$ cat config.mk
export PLATFORM = sky130hd
export DESIGN_NAME = proc_run_controller
export DESIGN_NICKNAME = d
export VERILOG_FILES = /design/src/rtl/proc_run_pkg.sv /design/src/rtl/run_watchdog.sv /design/src/rtl/proc_run_controller.sv
export SDC_FILE = /design/constraint.sdc
export NUM_CORES = 1
export LEC_CHECK = 0
export CELL_PAD_IN_SITES_DETAIL_PLACEMENT = 0
export CELL_PAD_IN_SITES_GLOBAL_PLACEMENT = 1
export CORE_MARGIN = 1.5
export CORE_UTILIZATION = 36
export DETAILED_ROUTE_END_ITERATION = 10
export PLACE_DENSITY = 0.95
export SLEW_MARGIN = 15
export SYNTH_ARGS = -nofsm -noshare
export SYNTH_HDL_FRONTEND = slang
export SYNTH_SLANG_ARGS = --single-unit
export TNS_END_PERCENT = 5
$ cat constraint.sdc
create_clock -name CLK -period 5.9 [get_ports CLK]
set_clock_uncertainty 0.15 [all_clocks]
set_input_delay 1.18 -clock CLK [delete_from_list [all_inputs] [get_ports CLK]]
set_output_delay 1.18 -clock CLK [all_outputs]
set_load 0.02 [all_outputs]
$ cat src/rtl/proc_run_pkg.sv
// Shared definitions for the program-run controller: run state encoding,
// PC width and the default watchdog limit.
package proc_run_pkg;

  localparam int unsigned PC_W           = 32'd64;
  localparam int unsigned DEF_WDOG_LIMIT = 32'd255;

  typedef enum logic [1:0] {
    ST_IDLE  = 2'd0,
    ST_RESET = 2'd1,
    ST_RUN   = 2'd2,
    ST_DONE  = 2'd3
  } run_state_e;

endpackage : proc_run_pkg

$ cat src/rtl/run_watchdog.sv
// Run-cycle counter for the program-run controller. Clears on request,
// counts while enabled, saturates at all-ones and flags the cycle on
// which the count reaches LIMIT-1 (the last run cycle allowed).
module run_watchdog #(
  parameter int unsigned W     = 32'd16,
  parameter int unsigned LIMIT = 32'd255
) (
  input  logic         CLK,
  input  logic         resetl,
  input  logic         clear,
  input  logic         enable,
  output logic [W-1:0] count,
  output logic         expire
);

  localparam logic [W-1:0] EXP_VAL = W'(LIMIT - 32'd1);
  localparam logic [W-1:0] SAT_VAL = {W{1'b1}};

  // Expire is decoded from the registered count, so it is glitch-free.
  assign expire = (count == EXP_VAL);

  // Saturating cycle counter with synchronous clear.
  always_ff @(posedge CLK or negedge resetl) begin
    if (!resetl) begin
      count <= {W{1'b0}};
    end else if (clear) begin
      count <= {W{1'b0}};
    end else if (enable && (count != SAT_VAL)) begin
      count <= count + W'(1);
    end else begin
      count <= count;
    end
  end

endmodule : run_watchdog

$ cat src/rtl/proc_run_controller.sv
// Sequences one program run on the single-cycle core: holds the core in
// reset, releases it at the latched start PC, waits for currentpc to reach
// the end address, captures MemtoRegOut and compares it with the expected
// value. A watchdog bounds every run.
// Optional build macro PROC_RUN_STALL_DETECT_EN adds a self-branch hang
// detector (currentpc constant for 4 RUN cycles) and the 'stall' output.
module proc_run_controller
  import proc_run_pkg::*;
#(
  parameter int unsigned RST_CYCLES = 32'd2,
  parameter int unsigned WDOG_W     = 32'd16,
  parameter int unsigned WDOG_LIMIT = DEF_WDOG_LIMIT
) (
  input  logic              CLK,
  input  logic              resetl,
  input  logic              start,
  input  logic              abort,
  input  logic [PC_W-1:0]   start_pc_in,
  input  logic [PC_W-1:0]   end_pc_in,
  input  logic [PC_W-1:0]   expected_in,
  input  logic [PC_W-1:0]   currentpc,
  input  logic [PC_W-1:0]   memtoreg_in,
  output logic              core_resetl,
  output logic [PC_W-1:0]   core_startpc,
  output logic              busy,
  output logic              done,
  output logic              pass,
  output logic              timeout,
  output logic [PC_W-1:0]   result,
`ifdef PROC_RUN_STALL_DETECT_EN
  output logic              stall,
`endif
  output logic [WDOG_W-1:0] cycles
);

  localparam int unsigned   RC_W    = (RST_CYCLES > 32'd1) ? $clog2(RST_CYCLES) : 32'd1;
  localparam logic [RC_W-1:0] RC_LAST = RC_W'(RST_CYCLES - 32'd1);

  run_state_e       state_r;
  logic [RC_W-1:0]  rst_cnt_r;
  logic [PC_W-1:0]  end_pc_r;
  logic [PC_W-1:0]  exp_r;
  logic             end_hit_s;
  logic             start_ok_s;
  logic             wd_enable_s;
  logic             wd_expire_s;
  logic             stall_hit_s;

  assign end_hit_s = (currentpc >= end_pc_r);

`ifdef PROC_RUN_STALL_DETECT_EN
  logic [PC_W-1:0] prev_pc_r;
  logic            pc_vld_r;
  logic [1:0]      same_cnt_r;

  // Fourth consecutive RUN cycle with an unchanged PC is the third repeat.
  assign stall_hit_s = pc_vld_r && (currentpc == prev_pc_r) && (same_cnt_r == 2'd2);

  // PC history: counts consecutive RUN cycles in which the PC repeated.
  always_ff @(posedge CLK or negedge resetl) begin
    if (!resetl) begin
      prev_pc_r  <= {PC_W{1'b0}};
      pc_vld_r   <= 1'b0;
      same_cnt_r <= 2'd0;
    end else if (state_r == ST_RUN) begin
      prev_pc_r <= currentpc;
      pc_vld_r  <= 1'b1;
      if (pc_vld_r && (currentpc == prev_pc_r)) begin
        same_cnt_r <= (same_cnt_r == 2'd3) ? 2'd3 : same_cnt_r + 2'd1;
      end else begin
        same_cnt_r <= 2'd0;
      end
    end else begin
      prev_pc_r  <= prev_pc_r;
      pc_vld_r   <= 1'b0;
      same_cnt_r <= 2'd0;
    end
  end
`else
  assign stall_hit_s = 1'b0;
`endif

  // Watchdog control: clear on an accepted start, count RUN cycles that do not end the run.
  always_comb begin
    start_ok_s  = 1'b0;
    wd_enable_s = 1'b0;
    if (((state_r == ST_IDLE) || (state_r == ST_DONE)) && start && !abort) begin
      start_ok_s = 1'b1;
    end else begin
      start_ok_s = 1'b0;
    end
    if ((state_r == ST_RUN) && !abort && !end_hit_s && !wd_expire_s && !stall_hit_s) begin
      wd_enable_s = 1'b1;
    end else begin
      wd_enable_s = 1'b0;
    end
  end

  run_watchdog #(
    .W     (WDOG_W),
    .LIMIT (WDOG_LIMIT)
  ) u_wdog (
    .CLK    (CLK),
    .resetl (resetl),
    .clear  (start_ok_s),
    .enable (wd_enable_s),
    .count  (cycles),
    .expire (wd_expire_s)
  );

  // Run sequencer: state, latched run parameters and all registered status outputs.
  always_ff @(posedge CLK or negedge resetl) begin
    if (!resetl) begin
      state_r      <= ST_IDLE;
      rst_cnt_r    <= {RC_W{1'b0}};
      end_pc_r     <= {PC_W{1'b0}};
      exp_r        <= {PC_W{1'b0}};
      core_resetl  <= 1'b0;
      core_startpc <= {PC_W{1'b0}};
      busy         <= 1'b0;
      done         <= 1'b0;
      pass         <= 1'b0;
      timeout      <= 1'b0;
      result       <= {PC_W{1'b0}};
`ifdef PROC_RUN_STALL_DETECT_EN
      stall        <= 1'b0;
`endif
    end else begin
      done <= 1'b0;
      if (abort) begin
        state_r     <= ST_IDLE;
        core_resetl <= 1'b0;
        busy        <= 1'b0;
      end else begin
        case (state_r)
          ST_IDLE, ST_DONE: begin
            core_resetl <= 1'b0;
            if (start) begin
              core_startpc <= start_pc_in;
              end_pc_r     <= end_pc_in;
              exp_r        <= expected_in;
              pass         <= 1'b0;
              timeout      <= 1'b0;
`ifdef PROC_RUN_STALL_DETECT_EN
              stall        <= 1'b0;
`endif
              rst_cnt_r    <= {RC_W{1'b0}};
              busy         <= 1'b1;
              state_r      <= ST_RESET;
            end else begin
              state_r <= state_r;
            end
          end
          ST_RESET: begin
            if (rst_cnt_r == RC_LAST) begin
              core_resetl <= 1'b1;
              state_r     <= ST_RUN;
            end else begin
              rst_cnt_r <= rst_cnt_r + RC_W'(1);
            end
          end
          ST_RUN: begin
            if (end_hit_s) begin
              result      <= memtoreg_in;
              pass        <= (memtoreg_in == exp_r);
              done        <= 1'b1;
              busy        <= 1'b0;
              core_resetl <= 1'b0;
              state_r     <= ST_DONE;
            end else if (wd_expire_s) begin
              result      <= memtoreg_in;
              pass        <= 1'b0;
              timeout     <= 1'b1;
              done        <= 1'b1;
              busy        <= 1'b0;
              core_resetl <= 1'b0;
              state_r     <= ST_DONE;
            end
`ifdef PROC_RUN_STALL_DETECT_EN
            else if (stall_hit_s) begin
              result      <= memtoreg_in;
              pass        <= 1'b0;
              stall       <= 1'b1;
              done        <= 1'b1;
              busy        <= 1'b0;
              core_resetl <= 1'b0;
              state_r     <= ST_DONE;
            end
`endif
            else begin
              state_r <= ST_RUN;
            end
          end
          default: begin
            state_r     <= ST_IDLE;
            core_resetl <= 1'b0;
            busy        <= 1'b0;
          end
        endcase
      end
    end
  end

endmodule : proc_run_controller
==> flow_metrics.tcl <==
set metrics [dict create \
    required_ps 6170 \
    hold_path.class "reg -> reg" \
    n_fill_cell 3171 \
    worst_pin_slew_ps 949 \
    arrival_ps 4200 \
    crit_type "in -> reg" \
    synthTopCellsByArea "dfrtp_1 53%, nand2_1 14%, ha_1 6.5%" \
    relSlewSlack 0.367 \
    wl_per_cell_um 17.4 \
    firstDrtPassIters 5 \
    rows 69 \
    cts_resized 0 \
    reg2reg_slack_ps 2670 \
    yosys.cell_count.top_type "nand2_1" \
    post_cts_buffers 0 \
    antenna_found_initial 0 \
    min_from "core_startpc[11]" \
    power_leakage_nw 8.93 \
    place_hpwl_um 30100 \
    fin_crit_ps 3930 \
    clock_latency_ps 530 \
    htreeDepth 2 \
    yosysSeqAreaShare 0.531 \
    grt_pass1_vias 11900 \
    area.sequential_sq_mm 0.00701 \
    multiInputGateArea_sq_mm 0.00569 \
    viasPerCell 4.84 \
    period_share 0.666 \
    endpoint_kind "flop" \
    initial_core_util 0.369 \
    synth-edff-count 0 \
    numCtsBuffers 35 \
    max-cap-violations 0 \
    synthTopCellsByCount "487 x nand2_1, 280 x dfrtp_1, 75 x inv_1" \
    setup_slack_ps 1970 \
    ios 473 \
    status "finished clean" \
    cts_root_buf "clkbuf_16" \
    cts.sinks 280 \
    cts_tree "built" \
    area_growth_pct 48.0 \
    timing.rr.start "state_r[0]" \
    core-area_sq_mm 0.0358 \
    dp_slack_ps 1420 \
    drive_above_1_share 0.0747 \
    crit_start "currentpc[15]" \
    yosysTopAreaCellShare 0.531 \
    crit_fanout 65 \
    rsz0062_at_grt "false" \
    ys_types 54 \
    synth_ff_type "dfrtp_1" \
    grt-busiest-layer "met2" \
    die-area_sq_mm 0.0378 \
    port_buffers 472 \
    gp_congestion 0.839 \
    routed_wl_um 40500 \
    fin_nets 2231 \
    start_kind "primary input" \
    peakVddDrop_uv 322 \
    drc 0 \
    routed-via-count 11200 \
    grt_max_degree 142 \
    met3_usage 0.0618 \
    hold_violations 0 \
    power.density_mw_per_mm2 481 \
    async_flop_share 1.00 \
    clock_path_buffers 3 \
    avgSynthCellArea_sq_um 9.57 \
    synth-seq-cells 280 \
    overflow 0 \
    dieWidth_um 195 \
    yosysWarnings 0 \
    syn_area_sq_mm 0.0132 \
    finalMaxSlewViolations 0 \
    clk_pin_slew_worst_paths_ps 60 \
    fin_setup_tns_ps 0 \
    gr-usage-met2 0.355 \
    grt_pass1_wl_um 63400 \
    report.final.setup_viol 0 \
    yosysTopAreaCell "dfrtp_1" \
    track_usage 0.214 \
    grt_use_met1 0.257 \
    ant_nets 0 \
    cts_hold_buf 0 \
    fmax_ghz 0.255 \
    drt_iter0_drc 510 \
    die_h_um 195 \
    netlist_instances 1380 \
    syn-num-nets 1773 \
]
## path summary, 6_finish.rpt
kind | end | cells after the start
max reg2reg | pass | 8
min reg2reg | core_startpc[11] | 2
min in group asynchronous | result[43] | 1
max | result[22] | 10
min | core_startpc[11] | 2
max in group asynchronous | exp_r[8] | 2
## cell families (layout without fill, tap and decap cells)
logic type / count (synthesis) / count (layout) / share of synthesized area
AO/OA/AOI/OAI: 144 / 144 / 0.0634
XOR/XNOR: 64 / 64 / 0.0425
adder cells (fa/ha/maj): 69 / 69 / 0.0654
buffers and inverters: 133 / 615 / 0.0411
flip-flops: 280 / 280 / 0.531
multiplexers: 74 / 74 / 0.0622
other: 0 / 1 / 0
AND/OR/NAND/NOR: 616 / 616 / 0.195
## final cells by class
class | instances | share of cell area
sequential | 280 | 0.359
tap | 461 | 0.0295
multi-input combinational | 967 | 0.291
timing repair buffer | 479 | 0.248
clock buffer | 49 | 0.0517
clock inverter | 12 | 0.00660
inverter | 75 | 0.0144
antenna | 1 | 0.000128
## report_power, final
group	internal, mW	switching (mW)	leakage [nW]	total (mW)
registers	2.82	0.468	3.49	3.28
logic	1.86	2.14	4.87	3.99
clock network	1.28	0.837	0.567	2.12
## registers in the layout, indices dropped and copies added (netlist names)
name	flops
busy	1
core_resetl	1
core_startpc	64
done	1
end_pc_r	64
exp_r	64
pass	1
result	64
rst_cnt_r	1
state_r	2
timeout	1
u_wdog.count	16
## through the flow
stage,cell area [sq um],hold WS [ps],util,power (mW),cells
2_1_floorplan,13200,300,-,5.53,1380
3_3_place_gp,18400,307,0.513,7.19,2262
3_5_place_dp,18400,312,0.513,7.33,2262
4_1_cts,19500,325,0.545,9.52,2323
5_1_grt,19500,342,0.545,10.0,2323
6_report,19500,321,0.545,9.40,2324
## critical path: stages
cell	delay [ps]
clkdlybuf4s50_1	420
ha_1	320
and4_1	240
nand2_1	70
or4_1	590
nand3_1	180
a311oi_2	190
a21oi_4	220
buf_12	310
mux2_2	400
## routing by layer
metal,routed length [um],vias to the layer above
met5,0,-
met1,16800,5336
li1,-,5461
met4,1560,0
met3,3060,93
met2,19100,356
## placed cells by master, fill, tap and decap left out, drive strengths merged, types with 2 or more instances in the layout
master,Yosys,routed
xor2,26,26
a211oi,2,2
clkdlybuf4s50,0,471
o21a,3,3
and2,2,2
nor2b,2,2
or3,2,2
mux2,64,64
nand2,487,487
nor4,12,12
clkinv,0,8
bufinv,0,2
a31oi,4,4
buf,11,8
and3,10,10
clkbuf,47,49
nor2,17,17
a311oi,2,2
nand2b,12,12
and4,3,3
nand3,17,17
or4,2,2
ha,69,69
a21oi,38,38
inv,75,77
xnor2,38,38
dfrtp,280,280
a31o,4,4
a41oi,2,2
mux2i,10,10
nand4,35,35
nor3,15,15
o21ai,74,74
Power figures use the tool's default switching activity.
